===== src/rtl/clock_pkg.sv =====
// Shared definitions for the digital-clock hour paths.
// Contents:
//   state_t      - hour-set FSM encodings (IDLE, EDIT, COMMIT)
//   BCD_12/23    - BCD hour constants
//   h12_t        - 12-hour BCD hour plus AM/PM flag
//   h12_to_h24   - 12h BCD + PM -> 24h BCD (00..23)
//   h24_to_h12   - 24h BCD -> 12h BCD + PM; out-of-range input maps to 12AM
package clock_pkg;

  typedef enum logic [1:0] {
    IDLE   = 2'd0,
    EDIT   = 2'd1,
    COMMIT = 2'd2
  } state_t;

  localparam logic [7:0] BCD_12 = 8'h12;
  localparam logic [7:0] BCD_23 = 8'h23;

  typedef struct packed {
    logic [3:0] hh;
    logic [3:0] hl;
    logic       pm;
  } h12_t;

  // Pure BCD digit manipulation: the ports never carry a binary hour.
  function automatic logic [7:0] h12_to_h24(input logic [3:0] hh,
                                            input logic [3:0] hl,
                                            input logic pm);
    logic [7:0] r;
    if (!pm)                     r = ({hh, hl} == BCD_12) ? 8'h00 : {hh, hl};
    else if ({hh, hl} == BCD_12) r = BCD_12;
    else if (hh == 4'd0 && hl <= 4'd7) r = {4'd1, hl + 4'd2};  // 1..7PM -> 13..19
    else if (hh == 4'd0)         r = {4'd2, hl - 4'd8};        // 8,9PM  -> 20,21
    else                         r = {4'd2, hl + 4'd2};        // 10,11PM -> 22,23
    return r;
  endfunction

  function automatic h12_t h24_to_h12(input logic [3:0] th, input logic [3:0] tl);
    h12_t r;
    logic valid;
    valid = (th <= 4'd2) && (tl <= 4'd9) && ({th, tl} <= BCD_23);
    r.hh = 4'd1;
    r.hl = 4'd2;
    r.pm = 1'b0;
    if (valid && {th, tl} != 8'h00) begin
      if (th == 4'd0) begin
        r.hh = 4'd0; r.hl = tl;
      end else if (th == 4'd1 && tl <= 4'd1) begin
        r.hh = 4'd1; r.hl = tl;
      end else if ({th, tl} == BCD_12) begin
        r.pm = 1'b1;
      end else if (th == 4'd1) begin
        r.hh = 4'd0; r.hl = tl - 4'd2; r.pm = 1'b1;  // 13..19 -> 1..7PM
      end else if (tl <= 4'd1) begin
        r.hh = 4'd0; r.hl = tl + 4'd8; r.pm = 1'b1;  // 20,21 -> 8,9PM
      end else begin
        r.hh = 4'd1; r.hl = tl - 4'd2; r.pm = 1'b1;  // 22,23 -> 10,11PM
      end
    end
    return r;
  endfunction

endpackage


===== src/rtl/hour_set_12to24_if.sv =====
// Load handshake between the hour-set block and the hour counter.
//   LoadReq  - request, held until acknowledged (master -> slave)
//   H24H/L   - 24h BCD hour, stable while LoadReq is high (master -> slave)
//   LoadAck  - hour counter has taken H24H/H24L (slave -> master)
interface hour_set_12to24_if;
  logic       LoadReq;
  logic       LoadAck;
  logic [3:0] H24H;
  logic [3:0] H24L;

  modport master (output LoadReq, output H24H, output H24L, input LoadAck);
  modport slave  (input LoadReq, input H24H, input H24L, output LoadAck);
endinterface


===== src/rtl/bcd_hour_12to24.sv =====
// Combinational 12h -> 24h BCD hour converter.
// Ports: H12H/H12L/PM in (12h BCD hour + PM flag), H24H/H24L out (24h BCD).
import clock_pkg::*;

module bcd_hour_12to24 (
  input  logic [3:0] H12H,
  input  logic [3:0] H12L,
  input  logic       PM,
  output logic [3:0] H24H,
  output logic [3:0] H24L
);
  assign {H24H, H24L} = h12_to_h24(H12H, H12L, PM);
endmodule


===== src/rtl/hour_set_12to24.sv =====
// Hour-setting front end for 12-hour display mode. The user edits a BCD
// hour 1..12 plus AM/PM with Set/Up/Down; on leaving edit the value is
// converted to 24h BCD and offered to the hour counter via req/ack.
// Ports:
//   CP, nCR            - clock (rising edge), asynchronous active-low reset
//   Set, Up, Down      - debounced level keys, acted on at rising edges
//   CurH, CurL         - current 24h hour from the hour counter
//   H12H, H12L, PM     - edited 12h hour and PM flag
//   Editing            - high while editing
//   load (master)      - LoadReq/LoadAck handshake carrying H24H/H24L
// Build option: HOUR_SET_AUTO_EXIT_EN commits automatically after
// TIMEOUT_CYC cycles in edit without an Up/Down edge.
import clock_pkg::*;

module hour_set_12to24 #(
  parameter int TIMEOUT_CYC = 16
) (
  input  logic               CP,
  input  logic               nCR,
  input  logic               Set,
  input  logic               Up,
  input  logic               Down,
  input  logic [3:0]         CurH,
  input  logic [3:0]         CurL,
  output logic [3:0]         H12H,
  output logic [3:0]         H12L,
  output logic               PM,
  output logic               Editing,
  hour_set_12to24_if.master  load
);

  function automatic h12_t step_up(input h12_t h);
    h12_t r;
    r = h;
    if ({h.hh, h.hl} == BCD_12) begin
      r.hh = 4'd0; r.hl = 4'd1;                 // 12 -> 1 keeps AM/PM
    end else if ({h.hh, h.hl} == 8'h11) begin
      r.hh = 4'd1; r.hl = 4'd2; r.pm = ~h.pm;   // 11 -> 12 flips AM/PM
    end else if (h.hl == 4'd9) begin
      r.hh = 4'd1; r.hl = 4'd0;
    end else begin
      r.hl = h.hl + 4'd1;
    end
    return r;
  endfunction

  function automatic h12_t step_down(input h12_t h);
    h12_t r;
    r = h;
    if ({h.hh, h.hl} == 8'h01) begin
      r.hh = 4'd1; r.hl = 4'd2;
    end else if ({h.hh, h.hl} == BCD_12) begin
      r.hh = 4'd1; r.hl = 4'd1; r.pm = ~h.pm;
    end else if ({h.hh, h.hl} == 8'h10) begin
      r.hh = 4'd0; r.hl = 4'd9;
    end else begin
      r.hl = h.hl - 4'd1;
    end
    return r;
  endfunction

  state_t     state_reg;
  logic       set_d, up_d, down_d;
  logic       set_e, up_e, down_e;
  logic       timeout;
  logic [3:0] conv_h, conv_l;
  h12_t       cur_h12, cur_edit;

  assign set_e  = Set  & ~set_d;
  assign up_e   = Up   & ~up_d;
  assign down_e = Down & ~down_d;

  assign cur_h12  = h24_to_h12(CurH, CurL);
  assign cur_edit = '{hh: H12H, hl: H12L, pm: PM};

  bcd_hour_12to24 u_conv (
    .H12H (H12H),
    .H12L (H12L),
    .PM   (PM),
    .H24H (conv_h),
    .H24L (conv_l)
  );

`ifdef HOUR_SET_AUTO_EXIT_EN
  localparam int CNT_W = $clog2(TIMEOUT_CYC + 1);
  logic [CNT_W-1:0] idle_cnt;

  // The edge that brings the count to TIMEOUT_CYC is the commit edge.
  assign timeout = (state_reg == EDIT) && !up_e && !down_e &&
                   (idle_cnt == CNT_W'(TIMEOUT_CYC - 1));

  always_ff @(posedge CP or negedge nCR) begin
    if (!nCR) begin
      idle_cnt <= '0;
    end else if (state_reg != EDIT || up_e || down_e) begin
      idle_cnt <= '0;
    end else begin
      idle_cnt <= idle_cnt + 1'b1;
    end
  end
`else
  wire unused_timeout_cfg = (TIMEOUT_CYC == 0);
  assign timeout = 1'b0;
`endif

  always_ff @(posedge CP or negedge nCR) begin
    if (!nCR) begin
      state_reg    <= IDLE;
      set_d        <= 1'b0;
      up_d         <= 1'b0;
      down_d       <= 1'b0;
      H12H         <= 4'd1;
      H12L         <= 4'd2;
      PM           <= 1'b0;
      Editing      <= 1'b0;
      load.LoadReq <= 1'b0;
      load.H24H    <= 4'd0;
      load.H24L    <= 4'd0;
    end else begin
      set_d  <= Set;
      up_d   <= Up;
      down_d <= Down;
      case (state_reg)
        IDLE: begin
          {H12H, H12L, PM} <= cur_h12;
          if (set_e) begin
            state_reg <= EDIT;
            Editing   <= 1'b1;
          end
        end
        EDIT: begin
          if (set_e || timeout) begin
            // Up/Down in the same cycle is dropped; commit the shown value.
            state_reg    <= COMMIT;
            Editing      <= 1'b0;
            load.LoadReq <= 1'b1;
            load.H24H    <= conv_h;
            load.H24L    <= conv_l;
          end else if (up_e && !down_e) begin
            {H12H, H12L, PM} <= step_up(cur_edit);
          end else if (down_e && !up_e) begin
            {H12H, H12L, PM} <= step_down(cur_edit);
          end
        end
        COMMIT: begin
          if (load.LoadAck) begin
            state_reg    <= IDLE;
            load.LoadReq <= 1'b0;
          end
        end
        default: begin
          state_reg    <= IDLE;
          Editing      <= 1'b0;
          load.LoadReq <= 1'b0;
        end
      endcase
    end
  end

endmodule

===== src/flat_wrapper.sv =====
// flat-port wrapper written by rule: the top's interface ports become plain ports
module hour_set_12to24_flat 
#(
  parameter int TIMEOUT_CYC = 16
)
  (CP, nCR, Set, Up, Down, CurH, CurL, H12H, H12L, PM, Editing, load_LoadReq, load_H24H, load_H24L, load_LoadAck);
  hour_set_12to24_if load_i ();
  input  logic CP;
  input  logic nCR;
  input  logic Set;
  input  logic Up;
  input  logic Down;
  input  logic [3:0] CurH;
  input  logic [3:0] CurL;
  output logic [3:0] H12H;
  output logic [3:0] H12L;
  output logic PM;
  output logic Editing;
  output wire logic [$bits(load_i.LoadReq)-1:0] load_LoadReq;
  output wire logic [$bits(load_i.H24H)-1:0] load_H24H;
  output wire logic [$bits(load_i.H24L)-1:0] load_H24L;
  input wire logic [$bits(load_i.LoadAck)-1:0] load_LoadAck;
  assign load_LoadReq = load_i.LoadReq;
  assign load_H24H = load_i.H24H;
  assign load_H24L = load_i.H24L;
  assign load_i.LoadAck = load_LoadAck;
  hour_set_12to24 #(.TIMEOUT_CYC(TIMEOUT_CYC)) u_core (.CP(CP), .nCR(nCR), .Set(Set), .Up(Up), .Down(Down), .CurH(CurH), .CurL(CurL), .H12H(H12H), .H12L(H12L), .PM(PM), .Editing(Editing), .load(load_i));
endmodule

===== config.mk =====
export PLATFORM = sky130hd
export DESIGN_NAME = hour_set_12to24_flat
export DESIGN_NICKNAME = d
export VERILOG_FILES = /design/src/rtl/clock_pkg.sv /design/src/rtl/hour_set_12to24_if.sv /design/src/rtl/bcd_hour_12to24.sv /design/src/rtl/hour_set_12to24.sv /design/src/flat_wrapper.sv
export SDC_FILE = /design/constraint.sdc
export NUM_CORES = 1
export LEC_CHECK = 0
export ABC_AREA = 1
export CAP_MARGIN = 20
export CORE_MARGIN = 3
export CORE_UTILIZATION = 50
export CTS_CLUSTER_DIAMETER = 150
export DETAILED_ROUTE_END_ITERATION = 12
export HOLD_SLACK_MARGIN = 0.08
export PLACE_DENSITY = 0.78
export REMOVE_ABC_BUFFERS = 1
export SLEW_MARGIN = 10
export SYNTH_ARGS = -nofsm -noshare
export SYNTH_HDL_FRONTEND = slang
export SYNTH_SLANG_ARGS = --single-unit

===== constraint.sdc =====
create_clock -name CP -period 1.75 [get_ports CP]
set_input_delay 0.35 -clock CP [delete_from_list [all_inputs] [get_ports CP]]
set_output_delay 0.35 -clock CP [all_outputs]
set_load 0.05 [all_outputs]

Word level (Yosys, flattened, before mapping)

Index checks and enable logic that the tools add are counted.

$add $sub $neg: 6
Magnitude comparators: 5
Equality and inequality tests: 20
Multiplexer cells: 47
Bitwise logic cells: 9
Reduce and logical (&&, ||, !) cells: 21

Operators with widths:

| cell                                                                   | number |
|---|---|
| 8-bit 2-to-1 mux                                                       | 9 |
| 4-bit 2-to-1 mux                                                       | 11 |
| 8-bit by 5-bit equality test with 1-bit output (second input constant) | 4 |
| 6-bit 2-to-1 mux                                                       | 4 |
| 4-bit case mux with 2 select lines                                     | 2 |
| 1-bit 2-to-1 mux                                                       | 13 |
| 3-bit AND reduction                                                    | 4 |
| 9-bit 2-to-1 mux                                                       | 1 |
| 8-bit by 1-bit equality test with 1-bit output (second input constant) | 1 |
| 8-bit by 6-bit <= comparator with 1-bit output (second input constant) | 1 |
| 4-bit zero test                                                        | 2 |
| 8-bit nonzero test                                                     | 1 |
| 1-bit logical AND                                                      | 7 |
| 7-bit AND reduction                                                    | 1 |
| 2-bit 2-to-1 mux                                                       | 3 |
| 3-bit by 1-bit != test with 1-bit output (second input constant)       | 2 |
| 3-bit != test (second input constant)                                  | 2 |
| 1-bit NOT                                                              | 6 |
| 1-bit case mux with 3 select lines                                     | 2 |
| 2-bit case mux with 3 select lines                                     | 1 |
| 5-bit by 1-bit != test with 1-bit output (second input constant)       | 1 |
| 5-bit != test (second input constant)                                  | 1 |
| 5-bit AND reduction                                                    | 1 |
| 4-bit by 1-bit adder with 4-bit output (second input constant)         | 1 |
| 22 further kinds                                                       | 27 |

Register bits: 24
Input bits: 14
Output and inout bits: 19

Longest topological paths before layout

Gate-level depths: netlist of the first run.

Word-level depth: 8
Gate-level depth with buffers: 12
Mapped depth without buffers: 12

Cells and area by module

Synthesis of the first run repeated with hierarchy kept, for this count alone.

Cell total of the unflattened synthesis: 270
Area, all modules: 1805.5 um^2

By module, submodules not included:

| module          | instances | cells an instance | area each (um^2) | seq. area each (um^2) |
|---|---|---|---|---|
| hour_set_12to24 | 1         | 225               | 1594.0           | 528.0 |
| bcd_hour_12to24 | 1         | 45                | 211.5            | 0.0 |

Worst setup path after synthesis of the first run

OpenSTA, ideal clock, no wires.

Kind: reg-to-reg
Start: register u_core.H12L[0]
End: register u_core.PM
Data arrival time: 1810 ps
Data required time: 1685 ps
Slack: -125 ps
Cell stages (with the launch flop): 9
Buffers on the path: 0
Path through: dfrtp_1 -> inv_1 -> ha_1 -> nand3_4 -> inv_2 -> nor2_2 -> nor3_2 -> or2_1 -> nand2_1

Word-level cells in the longest chain between the ends: 3
Elaborated cells between the ends (all ways): 8
Classes of those cells: eq/ne (7); reduce/logical (1)

Ends and longest elaborated chain:

| element                                                                      | RTL line                                     | source |
|---|---|---|
| from (decl)                                                                  | hour_set_12to24.sv:26                        | `output logic [3:0] H12L,` |
| from (signal assigned)                                                       | hour_set_12to24.sv:125                       | `{H12H, H12L, PM} <= cur_h12;` |
| from (signal assigned)                                                       | hour_set_12to24.sv:140                       | `{H12H, H12L, PM} <= step_up(cur_edit);` |
| from (signal assigned)                                                       | hour_set_12to24.sv:142                       | `{H12H, H12L, PM} <= step_down(cur_edit);` |
| 8-bit by 5-bit equality test with 1-bit output, or another cell as far along | hour_set_12to24.sv:35, hour_set_12to24.sv:52 |  |
| 3-bit != test (no source line), or another cell as far along                 | -                                            |  |
| 7-bit AND reduction (no source line) (*)                                     | -                                            |  |
| to (signal assigned)                                                         | hour_set_12to24.sv:125                       |  |
| to (signal assigned)                                                         | hour_set_12to24.sv:140                       |  |
| to (signal assigned)                                                         | hour_set_12to24.sv:142                       |  |
| to (decl)                                                                    | hour_set_12to24.sv:27                        | `output logic PM,` |

Mark *: on every way between the ends. The rest lies on a longest branch, timed or not.
A chain may end at the register's enable or synchronous reset.

Final worst setup path of the first run

Start: register u_core.H12L[0]
End: register u_core.H12L[3]

Word-level cells in the longest chain between the ends: 8
Elaborated cells between the ends (all ways): 17
Classes of those cells: add/sub (2); eq/ne (5); mux (10)

Ends and longest elaborated chain:

| element                                                                                                       | RTL line                                     | source |
|---|---|---|
| 4-bit by 1-bit subtractor with 4-bit output or 8-bit by 5-bit equality test with 1-bit output (tied branches) | hour_set_12to24.sv:57, hour_set_12to24.sv:54 |  |
| 4-bit 2-to-1 mux                                                                                              | hour_set_12to24.sv:54                        | `end else if ({h.hh, h.hl} == 8'h10) begin` |
| 8-bit 2-to-1 mux                                                                                              | hour_set_12to24.sv:52                        | `end else if ({h.hh, h.hl} == BCD_12) begin` |
| 8-bit 2-to-1 mux                                                                                              | hour_set_12to24.sv:50                        | `if ({h.hh, h.hl} == 8'h01) begin` |
| 4-bit 2-to-1 mux                                                                                              | hour_set_12to24.sv:141                       | `end else if (down_e && !up_e) begin` |
| 4-bit 2-to-1 mux (*)                                                                                          | hour_set_12to24.sv:139                       | `end else if (up_e && !down_e) begin` |
| 4-bit 2-to-1 mux (*)                                                                                          | hour_set_12to24.sv:132                       | `if (set_e \|\| timeout) begin` |
| 4-bit case mux with 2 select lines (*)                                                                        | hour_set_12to24.sv:123                       | `case (state_reg)` |

Mark *: on every way between the ends. The rest lies on a longest branch, timed or not. The select of a mux whose other input is x is not followed.

==> results of run 1 <==
[how the worst max path moves through the flow]
stage / start / to / slack, ns / depth (start not counted)
6_report: u_core.H12L[0]$_DFFE_PN0P_ / u_core.H12L[3]$_DFFE_PN0P_ / 0.14 / 11
5_1_grt: u_core.H12L[1]$_DFFE_PN1P_ / u_core.H12L[2]$_DFFE_PN0P_ / -0.001 / 11
3_3_place_gp: Set / u_core.H12H[0]$_DFFE_PN1P_ / -0.07 / 10
2_1_floorplan: u_core.H12L[0]$_DFFE_PN0P_ / u_core.PM$_DFFE_PN0P_ / -0.13 / 8
4_1_cts: u_core.H12L[1]$_DFFE_PN1P_ / u_core.H12H[0]$_DFFE_PN1P_ / 0.04 / 9
3_5_place_dp: Set / u_core.H12H[0]$_DFFE_PN1P_ / -0.07 / 11
[Yosys cell counts, drive strengths merged, types with 2 or more instances]
library cell / count / area [um^2]
nand2: 77 / 297
inv: 34 / 128
nor2: 29 / 153
nand3: 18 / 108
dfrtp: 17 / 425
o21ai: 13 / 65.1
a21oi: 11 / 58.8
ha: 9 / 113
buf: 6 / 42.5
o31ai: 3 / 22.5
or2: 3 / 18.8
xor2: 3 / 26.3
dfstp: 2 / 52.6
nor3: 2 / 15.0
o21a: 2 / 15.0
[metal layers]
metal  track usage  routed length (um)
met2         0.361                1740
met1         0.288                1660
met5             0                   0
met3        0.0372                 181
met4        0.0939                  71
[power groups by stage]
stage / Clock, mW / Sequential, mW / Combinational [mW]
global placement: 0 / 0.800 / 2.47
global route: 0.261 / 0.830 / 2.78
finish: 0.227 / 0.800 / 2.54
floorplan: 0 / 1.33 / 1.09
CTS: 0.234 / 0.799 / 2.50
detailed placement: 0 / 0.809 / 2.49
[cell type report]
type,count,area [um^2]
clock buffers,4,26.3
fillers,248,783
inverters,34,128
multi-input cells,179,953
flip-flops and latches,19,478
well taps,42,52.6
repair buffers,48,455
[worst max-delay path, stage by stage (launching register included)]
cell     delay [ns]
dfrtp_1        0.44
inv_1          0.08
buf_4          0.15
ha_1           0.19
nand3_1        0.18
nand3_1        0.11
nand2_1        0.10
nand2_1        0.07
nand2_1        0.06
nand2_1        0.05
nand2_1        0.05
nand2_1        0.05
[through the flow]
step	std cells	worst slack (ns)
after detailed placement	322	-0.0732
after floorplan	232	-0.125
final	326	0.141
after global routing	326	-0.00127
after CTS	326	0.0365
after global placement	322	-0.0663
[cell families after synthesis]
family / count (synthesis)
simple gates: 131
buf+inv: 40
compound gates: 30
flops: 19
fa+ha+maj: 9
xor+xnor: 4
other cells: 1
[what timing repair did]
| item | 4_1_cts | 5_1_grt |
|---|---|---|
| hold buffers | 0 | 0 |
| setup endpoints to repair | 0 | 5 |
| gates resized for setup | 0 | 5 |
==> summary.md, run 1 <==
| Metric | Value |
|---|---|
| Status | completed |
| # nets final | 308 |
| Yosys reg bits | 19 |
| Worst vdd ir | 0.947 mV |
| Most common cell after layout, fill and taps aside | nand2_1 |
| DRT iter0 DRCs | 63 |
| Synthesized-area fraction occupied by adder cells | 0.0717 |
| Psw | 1.91 mW |
| Fmax achieved | 0.621 GHz |
| Crit path kind | reg2reg |
| WL final | around 3700 um |
| Core area | around 2900 um^2 |
| Port Buf Inserts | 27 |
| Pwr Density | around 1700 nW/um^2 |
| Max_cap viols | 0 |
| Switch share | 0.535 |
| Global-route wire length before repair | 6360 um |
| Max-slew violations | 0 |
| EDFF count, synth | 0 |
| Die width | 62.1 um |
| Comb pwr share | 0.712 |
| Crit end category | flip-flop |
| Pleak | 1.14 nW |
| Final HPWL from detailed placement | between 3000 and 4000 um |
| CP Data Required Time | between 1.5 and 2 ns |
| Clock Path Buffers | 2 |
| Initial antenna violation count | 0 |
| Worst r2r path cells | 11 |
| Reg-to-Reg Start | u_core.H12L[0]$_DFFE_PN0P_ |
| Post-Syn Instances | 234 |
| Int Pwr | 1.66 mW |
| Min Clock Period, post-route | 1.61 ns |
| CTS buffer count | 3 |
| Internal reg-to-reg setup slack | 0.14 ns |
| Post-Synth XOR/XNOR Area | 0.0223 |
| Final hold violation count | 0 |
| CTS H-Tree Depth | 1 |
| Worst Path Arrival | about 1.8 ns |
| Synth async-reset ratio | 1.00 |
| Antenna viol nets, final | 0 |
| Pwr Total | 3.56 mW |
| I/O pins | 33 |
| Clock skew | around 0.017 ns |
| Placed inst area | 2050 um^2 |
| N_diodes | 0 |
| Layout Utilization | 0.728 |
| Largest net degree at the start of global routing | 20 |
| CTS root buf | clkbuf_4 |
| Simple-gate share of the synthesized area | 0.385 |
| Drt pass-1 iters | 4 |
| Mux cell area share after synthesis | 0 |
| Via count | ~1600 |
| Warnings from Yosys | 0 |
| Vias per inst | 4.90 |
| Latest clock arrival within the worst-skew pair | 0.31 ns |
| DIE AREA | 3850 um^2 |
| Largest family of logic cells by synthesized area | simple AND/OR/NAND/NOR gates |
| # DRC | 0 |
| Register area share after synthesis | 0.304 |
| Drt wl/cell | 11.2 um |
| Part of the power in the clock network | 0.064 |
| Worst hold slack | between 0.3 and 0.4 ns |
| GPL Wtd Cong | 0.928 |
| Seq pwr share | 0.225 |
| Area delta synth->final | 33.2% |
| Reg clk slew, reported paths | ~0.12 ns |
| Synthesized area | around 1600 um^2 |
| Type of the most critical hold path | in2async |
| Starting Density | 0.546 |
| End of the worst register-to-register path | u_core.H12L[3]$_DFFE_PN0P_ |
| Setup Viol. Count Final | 0 |
| Largest regs | u_core.H12L (4), u_core.load.H24L (4) |
| Std cell rows | 19 |
| Max FO, Critical Path | 5 |
| GR Overflow Total | 0 |
| Setup Buffers After CTS | 0 |
| Top FF cell, synth | dfrtp_1 |
| Synth unique cells | 32 |
| Clock tree from TritonCTS | done |
| Number of global-route vias before repair | 1491 |
| Post-synthesis area per instance | roughly 6.7 um^2 |
| Die Y | ~62 um |
| Part of the cycle the worst path needs | 0.920 |
| Share of layout cells above drive strength 1 | 0.239 |
| Final Instance Area | 2090 um^2 |
| Clk sink count | 19 |
| Commonest non-fill, non-tap cells in the layout | nand2_1, buf_4, inv_1, nor2_1, dfrtp_1 |
| Post-synthesis compound-gate area fraction | 0.107 |
| Total track usage | 0.221 |
| CP Launch Type | flip-flop |
| Setup TNS | 0 ns |
(Power assumes the default switching activity.)
==> run 2, diff against run 1 <==
- CORE_MARGIN: 3 -> 2
==> run 2 against run 1 <==
Global-route usage shrank 0.62 points. Power shrank 2.2%. Count of clock-buffer cells in the layout shrank 1. Critical path type unchanged. Fmax shrank 1.5%. Critical path depth is the same. Utilization shrank 5.2 points. Via count shrank 2.9%. First-iteration DRC count shrank 1.6%. Routed wire length shrank 5.8%.
==> summary.md, run 2 (same netlist as run 1, synthesis figures left out) <==
| Metric | Value |
|---|---|
| Fmax achieved | 0.612 GHz |
| DIE AREA | around 3600 um^2 |
| End of the worst register-to-register path | u_core.H12L[3]$_DFFE_PN0P_ |
| Initial antenna violation count | 0 |
| Global-route wire length before repair | 5890 um |
| Worst r2r path cells | 11 |
| Antenna viol nets, final | 0 |
| Largest regs | u_core.H12L (4), u_core.load.H24L (4) |
| Max-slew violations | 0 |
| Pwr Total | about 3.5 mW |
| Setup WS post-layout | 0.115 ns |
| Crit path kind | reg2reg |
| I/O pins | 33 |
| Internal reg-to-reg setup slack | 0.12 ns |
| Pre-CTS setup slack | -0.0907 ns |
| Clock tree from TritonCTS | done |
| Max FO, Critical Path | 4 |
| Core area | 3030 um^2 |
| GPL Wtd Cong | 0.894 |
| CP Launch Type | flip-flop |
| # DRC | 0 |
| Buf/Inv on CP | 1 |
| CP cell instances | buf_4, ha_1, nand2_1, xor2_1, nor2_1, nand2_1, nand2_1, nand2_1, nand2_1, nand2_1, nand2_1 |
| Min Clock Period, post-route | approximately 1.6 ns |
| Share of layout cells above drive strength 1 | 0.223 |
| Most common cell after layout, fill and taps aside | nand2_1 |
| Total track usage | 0.215 |
| Cell mode on critical path | nand2_1 |
| Setup Viol. Count Final | 0 |
| Worst vdd ir | around 0.74 mV |
| Max_cap viols | 0 |
| Unrepaired setup endpoints after global routing | false |
| Critical path's top delay family | flip-flops |
| Crit end category | flip-flop |
| Clock Path Buffers | 2 |
| Status | completed |
| CTS buffer count | 3 |
| Area delta synth->final | 30.3% |
| CTS root buf | clkbuf_4 |
| Type of the most critical hold path | in2async |
| Clock skew | 0.00413 ns |
| Commonest non-fill, non-tap cells in the layout | nand2_1, inv_1, buf_4, nor2_1, dfrtp_1 |
| Cell at the slowest stage of the critical path | dfstp_2 |
| Reg clk slew, reported paths | roughly 0.11 ns |
| WL final | 3450 um |
| Worst hold slack | 0.367 ns |
| CTS H-Tree Depth | 1 |
| Die Y | 60.1 um |
| Reg-to-Reg Start | u_core.H12L[1]$_DFFE_PN1P_ |
| Final hold violation count | 0 |
| Latest clock arrival within the worst-skew pair | 0.32 ns |
| Largest net degree at the start of global routing | 20 |
| Clk sink count | 19 |
| GR Overflow Total | 0 |
| Starting Density | 0.519 |
| # nets final | 302 |
| Drt pass-1 iters | 4 |
| N_diodes | 0 |
| Worst path max stage delay | between 0.5 and 0.6 ns |
| Final HPWL from detailed placement | 2800 um |
| Via count | 1553 |
| CP Data Required Time | 2.02 ns |
| Final Instance Area | just over 2000 um^2 |
| Part of the cycle the worst path needs | 0.934 |
| Worst Path Arrival | 1.90 ns |
| Vias per inst | 4.82 |
| Setup TNS | 0 ns |
| Std cell rows | 20 |
| DRT iter0 DRCs | 62 |
| Drt wl/cell | 10.7 um |
| Placed inst area | about 2000 um^2 |
| Pwr Density | 1700 nW/um^2 |
| Die width | roughly 60 um |
| Pleak | around 1.1 nW |
| Number of global-route vias before repair | 1409 |
| Port Buf Inserts | 27 |
| CTS Hold Bufs | 0 |
-- run 2: worst max path at each step --
stage | from | to | depth (start not counted)
final | u_core.H12L[1]$_DFFE_PN1P_ | u_core.H12L[3]$_DFFE_PN0P_ | 11
after global routing | u_core.H12L[1]$_DFFE_PN1P_ | u_core.H12L[2]$_DFFE_PN0P_ | 11
after CTS | u_core.H12L[1]$_DFFE_PN1P_ | u_core.H12L[2]$_DFFE_PN0P_ | 11
after detailed placement | Set | u_core.H12H[0]$_DFFE_PN1P_ | 10
after global placement | Set | u_core.H12H[0]$_DFFE_PN1P_ | 10
after floorplan | u_core.H12L[0]$_DFFE_PN0P_ | u_core.PM$_DFFE_PN0P_ | 8
-- run 2: per-layer routing --
layer	vias up	track usage	wire length [um]	part of all wire
met4	0	0.0762	59	0.017
met3	7	0.0368	118	0.034
met2	35	0.366	1670	0.49
li1	812	-	-	-
met1	699	0.272	1590	0.46
met5	-	0	0	0
-- run 2: metrics by stage --
| stage | std cells | utilization |
|---|---|---|
| global route | 322 | 0.676 |
| detailed placement | 318 | 0.664 |
| CTS | 322 | 0.673 |
| finish | 322 | 0.676 |
| global placement | 318 | 0.664 |
| floorplan | 232 | - |
-- run 2: where the power goes --
part           internal, mW  switching [mW]
combinational         0.899            1.54
clock                0.0858           0.153
sequential            0.621           0.182
-- run 2: final cells by class --
cell class | count | area [um^2]
Clock buffer | 3 | 22.5
Clock inverter | 1 | 5.00
Fill cell | 286 | 981
Inverter | 34 | 128
Multi-Input combinational cell | 179 | 948
Sequential cell | 19 | 478
Tap cell | 44 | 55.1
Timing Repair Buffer | 42 | 410
-- run 2: timing repair --
action,CTS,global route
resized for setup,0,4
setup buffers,0,0
hold endpoints to repair,0,0
setup endpoints to repair,0,4
